`config.mk`:
```
export PLATFORM = sky130hd
export DESIGN_NAME = ioctl_sdram_bridge
export DESIGN_NICKNAME = d
export VERILOG_FILES = /design/src/rtl/ioctl_sdram_bridge.sv
export SDC_FILE = /design/constraint.sdc
export NUM_CORES = 1
export LEC_CHECK = 0
export BUFFER_PORTS_ARGS = -buffer_cell sky130_fd_sc_hd__buf_4
export CORE_ASPECT_RATIO = 0.5
export CORE_MARGIN = 2
export CORE_UTILIZATION = 39
export CTS_CLUSTER_DIAMETER = 200
export DETAILED_ROUTE_END_ITERATION = 10
export GPL_TIMING_DRIVEN = 0
export SLEW_MARGIN = 20
export SYNTH_ARGS = -nofsm -noshare
export SYNTH_HDL_FRONTEND = slang
export SYNTH_SLANG_ARGS = --single-unit
```
`constraint.sdc`:
```
create_clock -name clk_sys -period 4.7 [get_ports clk_sys]
set_input_delay 0.705 -clock clk_sys [delete_from_list [all_inputs] [get_ports clk_sys]]
set_output_delay 0.705 -clock clk_sys [all_outputs]
set_load 0.1 [all_outputs]
```
`src/rtl/ioctl_sdram_bridge.sv`:
```
// ioctl_sdram_bridge
// Packs the byte-wide ioctl download stream into 16-bit words and writes them
// to an SDRAM controller through a small word FIFO.
//
// Ports:
//   clk_sys, rst_n         - system clock, synchronous active-low reset
//   ioctl_download         - download active (level)
//   ioctl_wr               - one-cycle byte strobe
//   ioctl_addr/ioctl_dout  - byte address and data of the strobed byte
//   clkref_n               - throttle; low means the source may send one byte
//   mem_req/mem_ack        - level request, one-cycle acknowledge
//   mem_addr/mem_din/mem_be- word address, data (even byte low), byte enables
//   dl_done                - pulse once a download is fully committed
//   overflow               - sticky: a word was dropped on a full FIFO
//   byte_count             - bytes accepted in the current download
module ioctl_sdram_bridge #(
    parameter int FIFO_DEPTH = 4,
    parameter int ADDR_W     = 24
) (
    input  logic              clk_sys,
    input  logic              rst_n,
    input  logic              ioctl_download,
    input  logic              ioctl_wr,
    input  logic [26:0]       ioctl_addr,
    input  logic [7:0]        ioctl_dout,
    output logic              clkref_n,
    output logic              mem_req,
    input  logic              mem_ack,
    output logic [ADDR_W-1:0] mem_addr,
    output logic [15:0]       mem_din,
    output logic [1:0]        mem_be,
    output logic              dl_done,
    output logic              overflow,
    output logic [26:0]       byte_count
);
    localparam int PTR_W  = $clog2(FIFO_DEPTH);
    localparam int CNT_W  = PTR_W + 1;
    localparam int WORD_W = ADDR_W + 18;   // {addr, din, be}
    localparam logic [CNT_W-1:0] FULL_LVL     = CNT_W'(FIFO_DEPTH);
    localparam logic [CNT_W-1:0] THROTTLE_LVL = CNT_W'(FIFO_DEPTH - 3);

    localparam logic [1:0] ST_IDLE  = 2'd0;
    localparam logic [1:0] ST_RUN   = 2'd1;
    localparam logic [1:0] ST_FLUSH = 2'd2;
    localparam logic [1:0] ST_DRAIN = 2'd3;

    logic [1:0]        state_reg, state_next;
    logic              dl_prev_reg;
    logic              dl_done_reg, dl_done_next;
    logic              pend_valid_reg;
    logic [ADDR_W-1:0] pend_addr_reg;
    logic [7:0]        pend_data_reg;
    logic              defer_valid_reg;
    logic [ADDR_W-1:0] defer_addr_reg;
    logic [7:0]        defer_data_reg;
    logic [WORD_W-1:0] fifo_mem [FIFO_DEPTH];
    logic [PTR_W-1:0]  wr_ptr_reg, rd_ptr_reg;
    logic [CNT_W-1:0]  count_reg, count_next;
    logic              clkref_n_reg, overflow_reg;
    logic [26:0]       byte_count_reg;
    logic              mem_req_reg;
    logic [ADDR_W-1:0] mem_addr_reg;
    logic [15:0]       mem_din_reg;
    logic [1:0]        mem_be_reg;

    logic              dl_rise, dl_fall, wr_acc, pop, do_push;
    logic              push_valid, pend_load, pend_clear, defer_load;
    logic [WORD_W-1:0] push_word;
    logic [ADDR_W-1:0] wr_waddr;

    assign wr_waddr = ioctl_addr[ADDR_W:1];
    assign dl_rise  = ioctl_download & ~dl_prev_reg;
    assign dl_fall  = ~ioctl_download & dl_prev_reg;
    assign wr_acc   = ioctl_wr && (state_reg == ST_RUN);
    assign pop      = mem_req_reg && mem_ack;
    // A pop in the same cycle frees the slot, so a full FIFO still takes the push.
    assign do_push  = push_valid && ((count_reg != FULL_LVL) || pop);
    assign count_next = count_reg + CNT_W'(do_push) - CNT_W'(pop);

    generate
        if (ADDR_W < 26) begin : g_addr_unused
            logic unused_addr_hi;
            assign unused_addr_hi = ^ioctl_addr[26:ADDR_W+1];
        end
    endgenerate

    // Byte pairing. A deferred odd byte is only ever created in a cycle that
    // also empties the pending slot, so deferred and pending are never valid
    // together and at most one word is pushed per cycle.
    always_comb begin
        push_valid = 1'b0;
        push_word  = '0;
        pend_load  = 1'b0;
        pend_clear = 1'b0;
        defer_load = 1'b0;
        if (defer_valid_reg) begin
            push_valid = 1'b1;
            push_word  = {defer_addr_reg, defer_data_reg, 8'h00, 2'b10};
        end
        if (wr_acc) begin
            if (!ioctl_addr[0]) begin
                if (pend_valid_reg) begin
                    push_valid = 1'b1;
                    push_word  = {pend_addr_reg, 8'h00, pend_data_reg, 2'b01};
                end
                pend_load = 1'b1;
            end else if (pend_valid_reg && (pend_addr_reg == wr_waddr)) begin
                push_valid = 1'b1;
                push_word  = {wr_waddr, ioctl_dout, pend_data_reg, 2'b11};
                pend_clear = 1'b1;
            end else begin
                if (pend_valid_reg) begin
                    push_valid = 1'b1;
                    push_word  = {pend_addr_reg, 8'h00, pend_data_reg, 2'b01};
                end
                pend_clear = 1'b1;
                defer_load = 1'b1;
            end
        end
        if ((state_reg == ST_FLUSH) && pend_valid_reg && !defer_valid_reg && !dl_rise) begin
            push_valid = 1'b1;
            push_word  = {pend_addr_reg, 8'h00, pend_data_reg, 2'b01};
            pend_clear = 1'b1;
        end
    end

    // A new download restarts the sequence from whatever state we are in.
    always_comb begin
        state_next   = state_reg;
        dl_done_next = 1'b0;
        if (dl_rise) begin
            state_next = ST_RUN;
        end else begin
            case (state_reg)
                ST_RUN:   if (dl_fall) state_next = ST_FLUSH;
                ST_FLUSH: state_next = ST_DRAIN;
                ST_DRAIN: begin
                    if ((count_reg == '0) && !mem_req_reg) begin
                        state_next   = ST_IDLE;
                        dl_done_next = 1'b1;
                    end
                end
                default:  state_next = state_reg;
            endcase
        end
    end

    always_ff @(posedge clk_sys) begin
        if (!rst_n) begin
            state_reg       <= ST_IDLE;
            dl_prev_reg     <= 1'b0;
            dl_done_reg     <= 1'b0;
            pend_valid_reg  <= 1'b0;
            pend_addr_reg   <= '0;
            pend_data_reg   <= '0;
            defer_valid_reg <= 1'b0;
            defer_addr_reg  <= '0;
            defer_data_reg  <= '0;
            wr_ptr_reg      <= '0;
            rd_ptr_reg      <= '0;
            count_reg       <= '0;
            clkref_n_reg    <= 1'b0;
            overflow_reg    <= 1'b0;
            byte_count_reg  <= '0;
            mem_req_reg     <= 1'b0;
            mem_addr_reg    <= '0;
            mem_din_reg     <= '0;
            mem_be_reg      <= '0;
        end else begin
            state_reg       <= state_next;
            dl_prev_reg     <= ioctl_download;
            dl_done_reg     <= dl_done_next;
            defer_valid_reg <= defer_load;
            if (defer_load) begin
                defer_addr_reg <= wr_waddr;
                defer_data_reg <= ioctl_dout;
            end
            if (dl_rise) begin
                pend_valid_reg <= 1'b0;
            end else if (pend_load) begin
                pend_valid_reg <= 1'b1;
                pend_addr_reg  <= wr_waddr;
                pend_data_reg  <= ioctl_dout;
            end else if (pend_clear) begin
                pend_valid_reg <= 1'b0;
            end
            if (do_push) wr_ptr_reg <= wr_ptr_reg + PTR_W'(1);
            if (pop)     rd_ptr_reg <= rd_ptr_reg + PTR_W'(1);
            count_reg <= count_next;
            // Built from next-state values so the throttle tracks the
            // occupancy the source will see on its next byte.
            clkref_n_reg <= !((count_next <= THROTTLE_LVL) && !defer_load);
            if (dl_rise)                        overflow_reg <= 1'b0;
            else if (push_valid && !do_push)    overflow_reg <= 1'b1;
            if (dl_rise)     byte_count_reg <= '0;
            else if (wr_acc) byte_count_reg <= byte_count_reg + 27'd1;
            // Request launch latches the head word; it stays put until acked.
            if (mem_req_reg) begin
                if (mem_ack) mem_req_reg <= 1'b0;
            end else if (count_reg != '0) begin
                mem_req_reg <= 1'b1;
                {mem_addr_reg, mem_din_reg, mem_be_reg} <= fifo_mem[rd_ptr_reg];
            end
        end
    end

    always_ff @(posedge clk_sys) begin
        if (rst_n && do_push) fifo_mem[wr_ptr_reg] <= push_word;
    end

    assign clkref_n   = clkref_n_reg;
    assign mem_req    = mem_req_reg;
    assign mem_addr   = mem_addr_reg;
    assign mem_din    = mem_din_reg;
    assign mem_be     = mem_be_reg;
    assign dl_done    = dl_done_reg;
    assign overflow   = overflow_reg;
    assign byte_count = byte_count_reg;
endmodule

```
==> impl_metrics.toml, run 1 <==
[placed_design]
place_area_sq_um = 14300
place_congestion = 0.868
port-buffer-count = 109
dpl.hpwl_microns = 21100

[finish]
final_core_util = 0.469
seq_area_sq_um = 8030
layout.nets = 1261
fillers = 2937
area_growth_pct = 19.1
drive_gt1_frac = 0.185
final_area_sq_um = 15400
multi_input_area_sq_um = 4590
largest_reg_flops = 168

[global_route]
first_global_vias = 8469
grt_usage = 0.177
grt_max_degree = 43
grt_pass1_wl_microns = 47600
grt_overflow = 0
antenna_found_initial = 3

[detailed_routing]
detail-route-antenna-nets = 0
num_vias = 8571
dr.pass1.iters = 5
wire_per_inst_microns = 18.3
drt_iter0_drc = 582
avgViaCountPerCell = 5.12
wirelength_microns = 30600
drc = 0

[synth]
ys_warn_count = 0
syn_nets = 1121
synth_area_sq_um = 12900
avgSynthCellArea_sq_um = 12.1
synthArstFlopShare = 0
syn_inst = 1067
synth_ff_type = "edfxtp_1"
synth_seq_cells = 317
synth.distinct_cells = 49
synth_edf_count = 168
yosysSeqAreaShare = 0.620

[setup_path]
required_ns = 5.17
critical_path_arrival_ns = 3.99
r2r-end = "clkref_n"
startpoint_type = "register"
rrSetupSlack_ns = 1.17
critPathMaxFanout = 8
crit_path_end_kind = "register"
worstRegToRegCells = 16
critical_path.startpoint = "state_reg[0]"
cp-endpoint = "clkref_n"
path_class = "reg2reg"
timing.rr.start = "state_reg[0]"

[cts]
htreeDepth = 1
cts_resized = 0
worstSkewPairLatency_ns = 0.58
cts_buffers = 29
cts_buffer_depth = 3
path_clk_slew_ns = 0.06
cts.sinks = 317
clock-root-buffer = "clkbuf_16"
cts_tree = "yes"
post_cts_buffers = 0
cts_hold_buf = 0

[hold_path]
hold_class = "in2reg"

[die]
start_util = 0.394
rows = 47
die_w_microns = 262
die-area_sq_um = 34800
die_h_microns = 133
pin_count = 113
core_area_sq_um = 32900

[timing]
max_freq_mhz = 283
period_minus_slack_ns = 3.53
finalHoldViolations = 0
tns_ns = 0
fin_skew_ns = 0.0143
slew_viol_final = 0
tightestPinTransition_ns = 1.03
rsz0062_at_grt = "false"
hold_ws_ns = 0.375
period_share = 0.751
relSlewSlack = 0.310
setup_viol = 0

[job]
cap_violations = 0

[pwr]
peakVddDrop_uv = 371
totalPowerFinal_w = 0.00870
p_per_area_nw_per_um2 = 564
power.leakage_nw = 5.52

[run_status]
status = "complete, no violations"
-- critical path, stage by stage (launching register included) --
cell and delay [ns]:
dfxtp_1 0.39, ha_1 0.32, and2_1 0.17, clkbuf_1 0.27
o21a_1 0.25, nor2_1 0.08, nor2b_1 0.29, inv_1 0.15
ha_1 0.29, inv_1 0.05, ha_1 0.13, inv_1 0.05
fa_1 0.37, xor2_1 0.16, xnor2_1 0.20, nand2_1 0.09
o21a_1 0.17
-- area by class of cell --
cell class | count | share of cell area
buffer | 62 | 0.0183
timing repair buffer | 109 | 0.0531
inverter | 18 | 0.00438
clock inverter | 18 | 0.0164
sequential | 317 | 0.521
antenna | 2 | 0.000325
clock buffer | 36 | 0.0528
tap | 441 | 0.0358
multi-input combinational | 670 | 0.298
-- cells by family after synthesis --
family                   synth area share
adder cells (fa/ha/maj)            0.0141
AO/OA/AOI/OAI                      0.0679
AND/OR/NAND/NOR                     0.136
multiplexers                       0.0986
XOR/XNOR                           0.0365
flip-flops                          0.620
buffers and inverters              0.0271
-- cells in the mapped netlist (3+ instances only) --
cell      number  area, sq um
mux4_2        42          946
edfxtp_1     168         5040
nand4_1       10         62.6
clkbuf_1      47          176
buf_6          4         45.0
ha_1          13          163
nor2b_1        6         37.5
nand3_1        7         35.0
a21oi_1        5         25.0
xor2_1        32          280
nor4_1        12         75.1
and2_1        15         93.8
inv_1         18         67.6
mux2i_1       33          330
o21ai_0       26          130
nor3_1        12         60.1
nor3b_1        3         22.5
a21boi_0      74          556
buf_2          8         40.0
nand2_1      279         1050
xnor2_1       22          193
nor2_1        36          135
o21a_1         3         22.5
a32o_1         8         80.1
and3_1         9         56.3
dfxtp_1      149         2980
-- worst min-delay path by stage --
stage	from	end	slack, ns	cells past startpoint
finish	ioctl_download	dl_prev_reg	0.37	2
CTS	ioctl_download	dl_prev_reg	0.36	2
global route	ioctl_download	dl_prev_reg	0.37	2
floorplan	defer_data_reg[0]	defer_data_reg[0]	0.43	2
global placement	overflow	overflow	0.44	2
detailed placement	overflow	overflow	0.44	2
-- per-layer routing --
metal / share of wire / GRT usage
met5: 0.00039 / 0
met3: 0.056 / 0.0398
met2: 0.47 / 0.288
met4: 0.026 / 0.0496
met1: 0.45 / 0.240
-- layout by cell type, fill, tap and decap left out, types with 13 or more instances in the layout --
master     Yosys  layout
nand2_1      279     279
edfxtp_1     168     168
dfxtp_1      149     149
buf_4          0     109
a21boi_0      74      74
clkbuf_1      47      49
mux4_2        42      42
nor2_1        36      36
mux2i_1       33      33
xor2_1        32      32
clkbuf_16      0      30
o21ai_0       26      26
xnor2_1       22      22
inv_1         18      18
and2_1        15      15
ha_1          13      13
-- report_power, final --
group	switching, W	internal [W]	leakage [nW]
logic	0.00214	0.000693	2.03
clock network	0.00107	0.00152	0.508
registers	0.000134	0.00314	2.98
total	0.00335	0.00535	5.52
-- per-stage QoR --
stage	setup WS (ns)	instances
CTS	1.17	1671
detailed placement	0.989	1617
global placement	0.389	1617
finish	1.17	1673
floorplan	1.51	1067
global route	0.841	1673
Power figures use the tool's default switching activity.
==> run 2, diff against run 1 <==
clock period = 3.6 ns   (was 4.7 ns; I/O delays follow)
==> run 2 against run 1 <==
Net effect: flip-flop and latch count is the same; maximum frequency increased by 8.9%; first-iteration DRC count up 7.0%; register-to-register slack worse by 0.81 ns; critical endpoint unchanged; largest cell class unchanged.
==> impl_metrics.toml, run 2 (synthesis results as in run 1) <==
[die]
start_util = 0.394
die_h_microns = 133
die_w_microns = 262
rows = 47
die-area_sq_um = 34800
pin_count = 113
core_area_sq_um = 32900

[global_route]
grt_overflow = 0
first_global_vias = 8469
grt_pass1_wl_microns = 47600
grt_usage = 0.177
antenna_found_initial = 3
grt_max_degree = 43

[setup_path]
cp_slowest_cell = "dfxtp_1"
required_ns = 4.06
timing.rr.start = "state_reg[0]"
rrSetupSlack_ns = 0.36
critPathMaxStageDelay_ns = 0.39
r2r-end = "clkref_n"
worstRegToRegCells = 15
crit_path_end_kind = "register"
startpoint_type = "register"
crit_path_cell_trace = "ha_1, and2_2, o21a_1, nor2_1, nor2b_2, inv_1, ha_1, inv_1, ha_1, inv_1, fa_1, xor2_1, xnor2_1, nand2_1, o21a_1"
path_class = "reg2reg"
critPathMaxFanout = 8
critical_path_arrival_ns = 3.71

[timing]
finalHoldViolations = 0
hold_ws_ns = 0.210
tns_ns = 0
period_minus_slack_ns = 3.24
tightestPinTransition_ns = 0.995
relSlewSlack = 0.332
slew_viol_final = 0
setup_viol = 0
rsz0062_at_grt = "false"
fin_skew_ns = 0.0147
max_freq_mhz = 308
period_share = 0.900

[job]
cap_violations = 0

[detailed_routing]
dr.pass1.iters = 5
drc = 0
drt_iter0_drc = 623
avgViaCountPerCell = 5.10
wirelength_microns = 30700
detail-route-antenna-nets = 0
num_vias = 8521
wire_per_inst_microns = 18.3

[placed_design]
port-buffer-count = 109
place_area_sq_um = 14300
dpl.hpwl_microns = 21100
place_congestion = 0.868

[pwr]
totalPowerFinal_w = 0.0114
p_per_area_nw_per_um2 = 737
peakVddDrop_uv = 484
power.leakage_nw = 5.52

[finish]
largest_reg_flops = 168
fillers = 2937
seq_area_sq_um = 8030
final_common_cell = "nand2_1"
multi_input_area_sq_um = 4600
layout.nets = 1260
drive_gt1_frac = 0.187
area_growth_pct = 19.1
final_area_sq_um = 15400
final_cell_mix = "nand2_1 (279), edfxtp_1 (168), dfxtp_1 (149)"

[cts]
clock-root-buffer = "clkbuf_16"
path_clk_slew_ns = 0.06
worstSkewPairLatency_ns = 0.58
cts_buffers = 29
cts_tree = "yes"
htreeDepth = 1
cts.sinks = 317
post_cts_buffers = 0
cts_buffer_depth = 3

[run_status]
status = "complete, no violations"

[hold_path]
min-delay-start = "ioctl_download"
hold_end = "dl_prev_reg"
hold_depth = 2
hold_class = "in2reg"
run 2: worst max path at each step:
stage | from | slack, ns | cells after the start | end
detailed placement | ioctl_download | 0.05 | 16 | clkref_n
global placement | ioctl_download | -0.55 | 7 | fifo_mem[1][30]
finish | state_reg[0] | 0.36 | 15 | clkref_n
global route | state_reg[1] | 0.07 | 16 | clkref_n
floorplan | mem_req | 0.43 | 13 | clkref_n
CTS | state_reg[0] | 0.07 | 16 | clkref_n
run 2: report_power, final:
part           internal [W]  total (W)  switching, W  leakage [nW]
logic              0.000905    0.00370       0.00280          2.03
registers           0.00410    0.00428      0.000175          2.98
clock network       0.00198    0.00339       0.00141         0.508
total               0.00699     0.0114       0.00438          5.52
run 2: metrics by stage:
step,util,setup WS [ns],cells
finish,0.469,0.358,1672
detailed placement,0.436,0.0537,1617
floorplan,-,0.430,1067
CTS,0.469,0.0745,1671
global route,0.469,0.0739,1672
global placement,0.436,-0.546,1617
run 2: final cells by class:
class                   instances  area share
clock inverters                18      0.0164
flip-flops and latches        317       0.521
multi-input cells             670       0.298
well taps                     441      0.0358
repair buffers                109      0.0531
inverters                      18     0.00438
clock buffers                  36      0.0528
plain buffers                  61      0.0181
diodes                          2    0.000325
run 2: critical path: cells and delay by family, from the launching register on:
kind / cells / cell delay (ns)
AOI/OAI and AO/OA: 2 / 0.39
xor gates and xnor gates: 2 / 0.36
adders and majority gates: 4 / 1.10
buffers and inverters: 3 / 0.22
DFF: 1 / 0.39
and+or+nand+nor: 4 / 0.68
run 2: what timing repair did:
item                       in CTS  in global routing
hold buffers                    0                  0
gates resized for setup         0                  2
hold endpoints to repair        0                  0
setup endpoints to repair       0                  2
run 2: layer usage:
metal / track usage / part of all wire / up-vias
met3: 0.0398 / 0.055 / 49
met5: 0 / 0.00039 / -
li1: - / - / 4039
met2: 0.288 / 0.47 / 195
met1: 0.240 / 0.45 / 4236
met4: 0.0496 / 0.025 / 2
==> run 3, diff against run 2 <==
RECOVER_POWER = 25   (was default)
==> run 3 against run 2 <==
Net effect: cell area shrank 2.0%; sequential power about the same; via count about the same; largest power group unchanged; power fell by 2.0%.
==> impl_metrics.toml, run 3 (synthesis results as in run 1) <==
[finish]
final_core_util = 0.460
largest_reg_flops = 168
final_common_cell = "nand2_1"
area_growth_pct = 16.7
drive_gt1_frac = 0.122
final_cell_mix = "nand2_1 (279), edfxtp_1 (168), dfxtp_1 (149)"
layout.nets = 1260

[hold_path]
hold_end = "dl_prev_reg"
min-delay-start = "ioctl_download"
hold_depth = 2
hold_class = "in2reg"

[detailed_routing]
dr.pass1.iters = 5
wirelength_microns = 30600
avgViaCountPerCell = 5.09
drc = 0
wire_per_inst_microns = 18.3
num_vias = 8517
drt_iter0_drc = 539
detail-route-antenna-nets = 0

[timing]
fin_skew_ns = 0.0133
tightestPinTransition_ns = 1.21
rsz0062_at_grt = "false"
hold_ws_ns = 0.212
finalHoldViolations = 0
slew_viol_final = 0
setup_viol = 0
max_freq_mhz = 309
period_share = 0.898
relSlewSlack = 0.194
tns_ns = 0
period_minus_slack_ns = 3.23

[cts]
htreeDepth = 1
path_clk_slew_ns = 0.06
cts_buffer_depth = 3
cts.sinks = 317
post_cts_buffers = 0
worstSkewPairLatency_ns = 0.58
cts_tree = "yes"
clock-root-buffer = "clkbuf_16"
cts_buffers = 29

[setup_path]
r2r-end = "clkref_n"
critPathMaxFanout = 8
startpoint_type = "register"
critical_path_arrival_ns = 3.70
timing.rr.start = "state_reg[0]"
worstRegToRegCells = 15
crit_path_end_kind = "register"
required_ns = 4.06
rrSetupSlack_ns = 0.37
path_class = "reg2reg"

[placed_design]
place_congestion = 0.868
dpl.hpwl_microns = 21100
port-buffer-count = 109

[global_route]
antenna_found_initial = 3
grt_pass1_wl_microns = 47600
grt_max_degree = 43
grt_overflow = 0
first_global_vias = 8469
grt_usage = 0.177

[job]
cap_violations = 0

[die]
start_util = 0.394
die_h_microns = 133
core_area_sq_um = 32900
die_w_microns = 262
pin_count = 113
die-area_sq_um = 34800
rows = 47

[pwr]
totalPowerFinal_w = 0.0111
peakVddDrop_uv = 451
power.leakage_nw = 5.18
p_per_area_nw_per_um2 = 737

[run_status]
status = "complete, no violations"
## run 3: cell types whose count changed in the layout (fill, tap and decap cells not counted)
cell / change
and2_1: -1
clkbuf_1: +80
nand4_2: -1
and2_0: +1
buf_4: -73
buf_6: -3
buf_2: -3
buf_1: -1
nand4_1: +1
## run 3: critical path, cell delays in order, from the launching register on
cell	delay, ns
dfxtp_1	0.39
ha_1	0.32
and2_2	0.28
o21a_1	0.22
nor2_1	0.09
nor2b_2	0.22
inv_1	0.12
ha_1	0.28
inv_1	0.05
ha_1	0.13
inv_1	0.05
fa_1	0.37
xor2_1	0.16
xnor2_1	0.19
nand2_1	0.09
o21a_1	0.16
## run 3: final cells by class
| class | count | area (sq um) |
|---|---|---|
| multi-input combinational | 670 | 4590 |
| timing repair buffer | 109 | 544 |
| clock buffer | 36 | 813 |
| clock inverter | 18 | 253 |
| buffer | 61 | 253 |
| antenna | 2 | 5.00 |
| tap | 441 | 552 |
| fill | 3013 | 17800 |
| inverter | 18 | 67.6 |
| sequential | 317 | 8030 |
## run 3: layer usage
| layer | up-vias | part of all wire | GRT usage | routed length (microns) |
|---|---|---|---|---|
| li1 | 4033 | - | - | - |
| met1 | 4246 | 0.45 | 0.240 | 13700 |
| met2 | 185 | 0.47 | 0.288 | 14400 |
| met3 | 51 | 0.056 | 0.0398 | 1720 |
| met4 | 2 | 0.025 | 0.0496 | 765 |
| met5 | - | 0.00039 | 0 | 12 |
## run 3: power breakdown
part	switching, W	internal, W	leakage (nW)
Sequential	0.000172	0.00410	2.98
Combinational	0.00280	0.000681	1.69
Clock	0.00140	0.00198	0.508
Total	0.00437	0.00676	5.18
## run 3: what timing repair did
action / 4_1_cts / 5_1_grt
hold buffers: 0 / 0
resized for setup: 0 / 2
setup endpoints to repair: 0 / 2
hold endpoints to repair: 0 / 0
## run 3: through the flow
stage / area [sq um] / setup slack, ns / instances
finish: 15100 / 0.367 / 1672
global route: 15100 / 0.0727 / 1672
CTS: 15400 / 0.0745 / 1671
detailed placement: 14300 / 0.0537 / 1617
global placement: 14300 / -0.546 / 1617
floorplan: 12900 / 0.430 / 1067
## run 3: worst max-delay path by stage
stage | startpoint | endpoint | depth (start not counted)
finish | state_reg[0] | clkref_n | 15
global route | state_reg[1] | clkref_n | 16
CTS | state_reg[0] | clkref_n | 16
detailed placement | ioctl_download | clkref_n | 16
global placement | ioctl_download | fifo_mem[1][30] | 7
floorplan | mem_req | clkref_n | 13
